===== config.mk =====
export PLATFORM = sky130hd
export DESIGN_NAME = psum_deskew_writer
export DESIGN_NICKNAME = d
export VERILOG_FILES = /design/src/rtl/psum_deskew_writer.sv
export SDC_FILE = /design/constraint.sdc
export NUM_CORES = 2
export LEC_CHECK = 0
export ABC_AREA = 1
export BUFFER_PORTS_ARGS = -buffer_cell sky130_fd_sc_hd__buf_2
export CAP_MARGIN = 20
export CORE_ASPECT_RATIO = 0.8
export CORE_MARGIN = 2
export CORE_UTILIZATION = 60
export DETAILED_ROUTE_END_ITERATION = 7
export PLACE_DENSITY = 0.79
export REMOVE_ABC_BUFFERS = 1
export SLEW_MARGIN = 20
export SYNTH_ARGS = -nofsm -noshare
export SYNTH_HDL_FRONTEND = slang
export SYNTH_SLANG_ARGS = --single-unit
export TNS_END_PERCENT = 5

===== constraint.sdc =====
create_clock -name CLK -period 4.1 [get_ports CLK]
set_clock_uncertainty 0.1 [all_clocks]
set_input_delay 0.205 -clock CLK [delete_from_list [all_inputs] [get_ports CLK]]
set_output_delay 0.205 -clock CLK [all_outputs]
set_load 0.05 [all_outputs]

===== src/rtl/psum_deskew_writer.sv =====
// Drain stage for the systolic array: deskews staggered column partial sums into rows,
// applies optional ReLU plus OW-bit saturation, and writes one row per cycle to the output buffer.
module psum_deskew_writer #(
    parameter int unsigned N    = 16,
    parameter int unsigned DW   = 32,
    parameter int unsigned OW   = 16,
    parameter int unsigned AW   = 13,
    parameter int unsigned ROWS = 16
) (
    input  logic            CLK,
    input  logic            RESET,
    input  logic            START,
    input  logic [AW-1:0]   OBASE,
    input  logic            RELU_EN,
    input  logic            PSUM_VALID,
    input  logic [N*DW-1:0] PSUM,
    output logic            out_cen,
    output logic            out_wen,
    output logic [AW-1:0]   out_addr,
    output logic [N*OW-1:0] out_wdata,
    output logic            BUSY,
    output logic            DONE,
    output logic            ERR
);
    localparam int unsigned CW = $clog2(ROWS + 1);
    localparam logic [CW-1:0] ROWS_C = CW'(ROWS);

    typedef enum logic [1:0] {IDLE, ARMED, DRAIN, DONE_ST} state_t;

    state_t          state_q, state_d;
    logic [AW-1:0]   obase_q, obase_d;
    logic            relu_q, relu_d;
    logic [CW-1:0]   acc_cnt_q, acc_cnt_d;
    logic [CW-1:0]   wr_cnt_q, wr_cnt_d;
    logic            err_q, err_d;
    logic [N-2:0]    vld_q, vld_d;
    logic            wr_n_q, wr_n_d;
    logic [AW-1:0]   addr_q, addr_d;
    logic [N*OW-1:0] wdata_q, wdata_d;
    logic [N*DW-1:0] aligned;
    logic            accept;
    logic            wr_fire;

    function automatic logic [OW-1:0] post_proc(input logic [DW-1:0] x, input logic relu);
        logic [DW-1:0] y;
        y = (relu && x[DW-1]) ? '0 : x;
        // Fits in OW bits exactly when every bit from OW-1 upward equals the sign.
        if ((&y[DW-1:OW-1]) || !(|y[DW-1:OW-1]))
            return y[OW-1:0];
        return y[DW-1] ? {1'b1, {(OW-1){1'b0}}} : {1'b0, {(OW-1){1'b1}}};
    endfunction

    for (genvar k = 0; k < N; k++) begin : g_lane
        if (k == N - 1) begin : g_pass
            assign aligned[k*DW +: DW] = PSUM[k*DW +: DW];
        end else begin : g_dly
            localparam int unsigned D = N - 1 - k;
            logic [DW-1:0] sr_q [D];
            logic [DW-1:0] sr_d [D];

            always_comb begin
                sr_d[0] = PSUM[k*DW +: DW];
                for (int unsigned j = 1; j < D; j++)
                    sr_d[j] = sr_q[j-1];
            end

            always_ff @(posedge CLK or negedge RESET) begin
                if (!RESET) begin
                    for (int unsigned j = 0; j < D; j++)
                        sr_q[j] <= '0;
                end else begin
                    sr_q <= sr_d;
                end
            end

            assign aligned[k*DW +: DW] = sr_q[D-1];
        end
    end

    always_comb begin
        state_d   = state_q;
        obase_d   = obase_q;
        relu_d    = relu_q;
        acc_cnt_d = acc_cnt_q;
        wr_cnt_d  = wr_cnt_q;
        err_d     = err_q;
        wr_n_d    = 1'b1;
        addr_d    = addr_q;
        wdata_d   = wdata_q;

        accept  = PSUM_VALID && ((state_q == ARMED) ||
                                 ((state_q == DRAIN) && (acc_cnt_q < ROWS_C)));
        wr_fire = vld_q[N-2];

        if (PSUM_VALID && !accept)
            err_d = 1'b1;
        if (accept)
            acc_cnt_d = acc_cnt_q + 1'b1;

        vld_d[0] = accept;
        for (int unsigned j = 1; j < N - 1; j++)
            vld_d[j] = vld_q[j-1];

        if (wr_fire) begin
            wr_n_d   = 1'b0;
            addr_d   = obase_q + AW'(wr_cnt_q);
            wr_cnt_d = wr_cnt_q + 1'b1;
            for (int unsigned k = 0; k < N; k++)
                wdata_d[k*OW +: OW] = post_proc(aligned[k*DW +: DW], relu_q);
        end

        // wr_cnt reaches ROWS while the last write is on the bus, so DONE_ST follows it.
        unique case (state_q)
            IDLE: begin
                if (START) begin
                    state_d   = ARMED;
                    obase_d   = OBASE;
                    relu_d    = RELU_EN;
                    acc_cnt_d = '0;
                    wr_cnt_d  = '0;
                end
            end
            ARMED:   if (accept) state_d = DRAIN;
            DRAIN:   if (wr_cnt_q == ROWS_C) state_d = DONE_ST;
            DONE_ST: state_d = IDLE;
            default: state_d = IDLE;
        endcase
    end

    always_ff @(posedge CLK or negedge RESET) begin
        if (!RESET) begin
            state_q   <= IDLE;
            obase_q   <= '0;
            relu_q    <= 1'b0;
            acc_cnt_q <= '0;
            wr_cnt_q  <= '0;
            err_q     <= 1'b0;
            vld_q     <= '0;
            wr_n_q    <= 1'b1;
            addr_q    <= '0;
            wdata_q   <= '0;
        end else begin
            state_q   <= state_d;
            obase_q   <= obase_d;
            relu_q    <= relu_d;
            acc_cnt_q <= acc_cnt_d;
            wr_cnt_q  <= wr_cnt_d;
            err_q     <= err_d;
            vld_q     <= vld_d;
            wr_n_q    <= wr_n_d;
            addr_q    <= addr_d;
            wdata_q   <= wdata_d;
        end
    end

    assign out_cen   = wr_n_q;
    assign out_wen   = wr_n_q;
    assign out_addr  = addr_q;
    assign out_wdata = wdata_q;
    assign BUSY      = (state_q == ARMED) || (state_q == DRAIN);
    assign DONE      = (state_q == DONE_ST);
    assign ERR       = err_q;

endmodule


Word-level counts from Yosys, hierarchy flattened
Cells that the tools add are included.
{ "word_totals": {"ff_bits": 4152, "input_bits": 530, "output_inout_bits": 274, "elab_cells": 337} }
{ "classes": {"addsub": 3, "n_lt_le_gt_ge": 1, "n_eq_ne": 7, "n_mux": 107, "n_reduce_logical": 89} }
{ "ops": {"columns": ["op", "n"], "rows": [
  ["$mux 16", 48],
  ["$mux 32", 16],
  ["$reduce_and 17->1", 16],
  ["$reduce_or 17->1", 16],
  ["$mux 1", 33],
  ["$mux 5", 6],
  ["$logic_and 1x1->1", 19],
  ["$logic_or 1x1->1", 18],
  ["$logic_not 1->1", 17],
  ["$add 13x5->13", 1],
  ["$add 5x1->5 const B", 2],
  ["$pmux 2 s4", 1],
  ["$mux 2", 3],
  ["$ne 2x2->1 const B", 3],
  ["$eq 5x5->1 const B", 1],
  ["$lt 5x5->1 const B", 1],
  ["$eq 2x2->1 const B", 2],
  ["$reduce_and 3->1", 1],
  ["$eq 2x1->1 const B", 1],
  ["$logic_not 2->1", 1],
  ["$reduce_and 2->1", 1]
]} }

Depth between registers and ports, before layout
{ "depth": {"ltp_word": 8, "mapped_depth": 12, "depth_no_buf": 12} }

Worst setup path before layout
No wires, ideal clock.
{ "synth_timing": {"path_type": "reg-to-reg", "from": "reg wr_cnt_q[0]", "to": "reg addr_q[4] (netlist: out_addr[4])", "setup_time_ns": 0.082, "arrival_ns": 1.550, "required_ns": 3.918, "setup_slack_ns": 2.368, "path_stages_with_launch": 10, "n_path_buf": 0, "period_less_slack_ns": 1.732, "cell_sequence": "dfrtp_1 > ha_1 > inv_1 > fa_1 > inv_1 > nand3_1 > nand2_1 > inv_1 > or2_2 > a31oi_1"} }
{ "synth_between": {"elab_chain_len": 1} }
{ "synth_rtl": {"columns": ["item", "line", "text"], "rows": [
  ["start: declaration", "34", "logic [CW-1:0] wr_cnt_q, wr_cnt_d;"],
  ["start signal: assignment", "147", "wr_cnt_q <= wr_cnt_d;"],
  ["$add 13x5->13", "106", "addr_d = obase_q + AW'(wr_cnt_q);"],
  ["end signal: assignment", "151", "addr_q <= addr_d;"],
  ["end: declaration", "38", "logic [AW-1:0] addr_q, addr_d;"]
]} }
No other way between the ends.
A chain may end at the register's enable or synchronous reset.

Worst setup path after layout
{ "layout_timing": {"from": "reg relu_q", "to": "reg wdata_q[250] (netlist: out_wdata[250])"} }
{ "layout_between": {"elab_chain_len": 8, "elab_cells_between_ends": 11, "cone_classes": "mux: 6; reduce/logical: 5"} }
{ "layout_rtl": {"columns": ["item", "line", "text"], "rows": [
  ["start: declaration", "32", "logic relu_q, relu_d;"],
  ["start signal: assignment", "145", "relu_q <= relu_d;"],
  ["$logic_and 1x1->1 *", "46", "y = (relu && x[DW-1]) ? '0 : x;"],
  ["$mux 32 *", "46", null],
  ["$reduce_or 17->1", "48", "if ((&y[DW-1:OW-1]) || !(|y[DW-1:OW-1]))"],
  ["$logic_not 1->1", "48", null],
  ["$logic_or 1x1->1", "48", null],
  ["$mux 1", "48", null],
  ["$mux 1", "104", "if (wr_fire) begin"],
  ["$mux 16 *", "50", "return y[DW-1] ? {1'b1, {(OW-1){1'b0}}} : {1'b0, {(OW-1){1'b1}}};"],
  ["end signal: assignment", "152", "wdata_q <= wdata_d;"],
  ["end: declaration", "39", "logic [N*OW-1:0] wdata_q, wdata_d;"]
]} }
Mark *: on every way between the ends. The rest lies on a longest branch, timed or not. The select of a mux whose other input is x is not followed.

==> impl_metrics.env <==
export IMPL_dp_slack_ns=1.121
export IMPL_endpoint="out_wdata[250]"
export IMPL_crit_cells=9
export IMPL_dpl_hpwl_um=154800
export IMPL_r2r_end="out_wdata[250]"
export IMPL_violations="design-rule violations"
export IMPL_cp_end_kind="flop"
export IMPL_synth_cell_types=30
export IMPL_crit_buf_inv=5
export IMPL_slowest_stage="dfrtp_4"
export IMPL_path_cells="buf_4 -> nand2_2 -> inv_1 -> nor2_1 -> dlygate4sd3_1 -> nand2_1 -> dlygate4sd3_1 -> a21oi_1 -> dlygate4sd3_1"
export IMPL_critPathTopFamily="buffers and inverters"
export IMPL_die_y_um=390.6
export IMPL_internal_power_uw=67800
export IMPL_overflow=0
export IMPL_wl_um=384800
export IMPL_fmax_mhz=245.2
export IMPL_pwr_share_comb=0.142
export IMPL_timing_hold_ws_ns=0.03150
export IMPL_r2r_start="relu_q"
export IMPL_final_core_util=0.7718
export IMPL_first_iter_violations=7963
export IMPL_rows=141
export IMPL_tightest_slew_ns=1.317
export IMPL_hold_path_class="in2reg"
export IMPL_ff2ff_path_depth=9
export IMPL_dpl_cell_count=9270
export IMPL_drt_pass1_iter_count=8
export IMPL_setup_viol=0
export IMPL_die_area_um2=190300
export IMPL_syn_cell_area_um2=112100
export IMPL_numPortBuffers=803
export IMPL_wl_per_cell_um=34.94
export IMPL_gp_congestion=0.8443
export IMPL_nets=8813
export IMPL_fin_cells=11020
export IMPL_drc=6
export IMPL_power_frac_seq=0.474
export IMPL_grt_usage=0.4065
export IMPL_power_switching_uw=31270
export IMPL_grt_pass1_vias=72790
export IMPL_relSlewSlack=0.1218
export IMPL_synth_avg_cell_area_um2=18.56
export IMPL_rsz0062_at_grt="false"
export IMPL_fin_crit_ns=4.079
export IMPL_cpMostUsedCell="dlygate4sd3_1"
export IMPL_clock_sink_count=4152
export IMPL_p_leak_uw=0.06650
export IMPL_core_area_um2=185100
export IMPL_drive_gt1_frac=0.1764
export IMPL_clkTransAtPathRegs_ns=0.08
export IMPL_area_growth_pct=27.40
export IMPL_die_w_um=487.3
export IMPL_synth_edf_count=0
export IMPL_cts_root_buf="clkbuf_16"
export IMPL_synth_top_flop_cell="dfrtp_1"
export IMPL_power_density_nw_per_um2=693.7
export IMPL_critPathArrivalTime_ns=4.83
export IMPL_grt_max_degree=206
export IMPL_clock_path_buffers=4
export IMPL_ir_drop_mv=0.7117
export IMPL_via_per_inst=5.770
export IMPL_dr_total_vias=63560
export IMPL_power_share_clock=0.384
export IMPL_async_reset_ff_frac=1.000
export IMPL_syn_inst=6040
export IMPL_synth_top_area_cell="dfrtp_1"
export IMPL_num_fill_cells=8192
export IMPL_antenna_found_initial=53
export IMPL_hold_viol=0
export IMPL_yosys_area_top_type_share=0.9265
export IMPL_htreeDepth=5
export IMPL_reg2reg_slack_ns=0.02
export IMPL_status="complete, but fails checks"
export IMPL_clock_latency_ns=0.99
export IMPL_synth_area_top_cells="dfrtp_1 (93%), nor2_1 (2.0%), nand2_1 (1.5%), a21oi_1 (1.1%), inv_1 (0.74%)"
export IMPL_antenna_left=0
export IMPL_max_cap_viol_count=0
export IMPL_cts_tree="built"
export IMPL_ys_ff_latch=4152
export IMPL_critPathKind="reg2reg"
export IMPL_crit_start="relu_q"
export IMPL_slowest_delay_ns=0.80
export IMPL_required_ns=4.85
export IMPL_cts_buffers=366
export IMPL_finalCritPeriodShare=0.9949
export IMPL_fin_ws_ns=0.02094
export IMPL_grt_pass1_wl_um=536700
export IMPL_worstHoldPathCells=4
export IMPL_drv_slew=0
export IMPL_ios=804
export IMPL_initial_core_util=0.6058
export IMPL_startpoint_type="flop"
export IMPL_worst_path_max_fanout=15
export IMPL_p_sw_frac=0.3156
export IMPL_yosysSeqAreaShare=0.9268
export IMPL_synth_warnings=0
-- worst reg2reg max path, cell delays in order (launching register included) --
cell and delay [ns]:
dfrtp_4 0.80, buf_4 0.40, nand2_2 0.14, inv_1 0.44, nor2_1 0.11, dlygate4sd3_1 0.59
nand2_1 0.13, dlygate4sd3_1 0.64, a21oi_1 0.08, dlygate4sd3_1 0.59
-- final cells by class --
class,instances,area (um^2),area share
antenna,46,115.1,0.0008059
clock buffer,508,10530,0.07372
clock inverter,129,1755,0.01229
inverter,224,843.3,0.005904
multi-input combinational,1572,6890,0.04824
sequential,4152,103900,0.7275
tap,2431,3042,0.02130
timing repair buffer,1953,15740,0.1102
-- worst min path at each step --
stage	startpoint	to
final	OBASE[7]	obase_q[7]
after global routing	OBASE[7]	obase_q[7]
after floorplan	RESET	ERR
after global placement	RESET	g_lane[9].g_dly.sr_d[111]
after detailed placement	RESET	out_wdata[196]
after CTS	OBASE[6]	obase_q[6]
-- cells by family after synthesis --
kind of cell	synth area share
flip-flops	0.9268
buffers and inverters	0.01193
adder cells (fa/ha/maj)	0.001629
XOR/XNOR	0.0002344
AND/OR/NAND/NOR	0.04561
AO/OA/AOI/OAI	0.01382
-- synthesized netlist by cell type, types with 12 or more instances --
cell	number
dfrtp_1	4151
nor2_1	600
nand2_1	461
a21oi_1	243
inv_1	221
nand3_1	153
clkbuf_1	44
nand4_1	33
buf_4	25
o21ai_0	20
buf_2	16
ha_1	13
nand2_2	12
-- routing by layer --
metal	part of all wire	GRT usage	up-vias
li1	-	-	23300
met1	0.31	0.4461	33280
met2	0.50	0.6822	4816
met3	0.089	0.1102	2113
met4	0.099	0.3002	44
met5	0.0012	0.007628	-
-- stage by stage --
stage	total power, uW	cell area [um^2]	TNS [ns]
floorplan	52980	111600	-1297.95
global placement	57110	119700	0
detailed placement	58040	119700	0
CTS	95850	142600	0
global route	101200	142800	0
finish	99070	142800	0
-- registers in the layout, indices dropped and copies added, names as in the netlist --
signal and cells:
out_wdata 256, out_cen 1, state_q 2, ERR 1, obase_q 13, relu_q 1
acc_cnt_q 5, g_lane.g_dly.sr_d 3360, g_lane.g_dly.sr_q 32, wr_cnt_q 5, out_addr 13, vld_q 15
aligned 448
-- cells in the final DEF, fill, tap and decap left out, types with 12 or more instances in the layout --
master / instances
a21oi_1: 238
buf_12: 30
buf_2: 802
buf_4: 59
bufinv_16: 38
clkbuf_1: 64
clkbuf_16: 371
clkbuf_8: 73
clkinv_2: 54
clkinvlp_4: 19
dfrtp_1: 4149
diode_2: 46
dlygate4sd3_1: 1057
ha_1: 13
inv_1: 220
nand2_1: 461
nand2_2: 12
nand3_1: 153
nand4_1: 33
nor2_1: 600
o21ai_0: 20
-- power by group through the flow --
stage / clock network [uW] / registers [uW] / logic (uW)
global placement: 0 / 46400 / 10700
detailed placement: 0 / 46900 / 11200
CTS: 36800 / 46400 / 12700
global route: 39800 / 47000 / 14400
floorplan: 0 / 50300 / 2660
finish: 38000 / 47000 / 14100
-- what timing repair did --
item                                     CTS  global route
resized for setup                          0             0
buffers inserted                           0             1
hold buffers                            1058             0
hold endpoints to repair                1604             0
endpoints found under the setup margin     0             8
No activity file was read; power rests on OpenSTA's default activity.
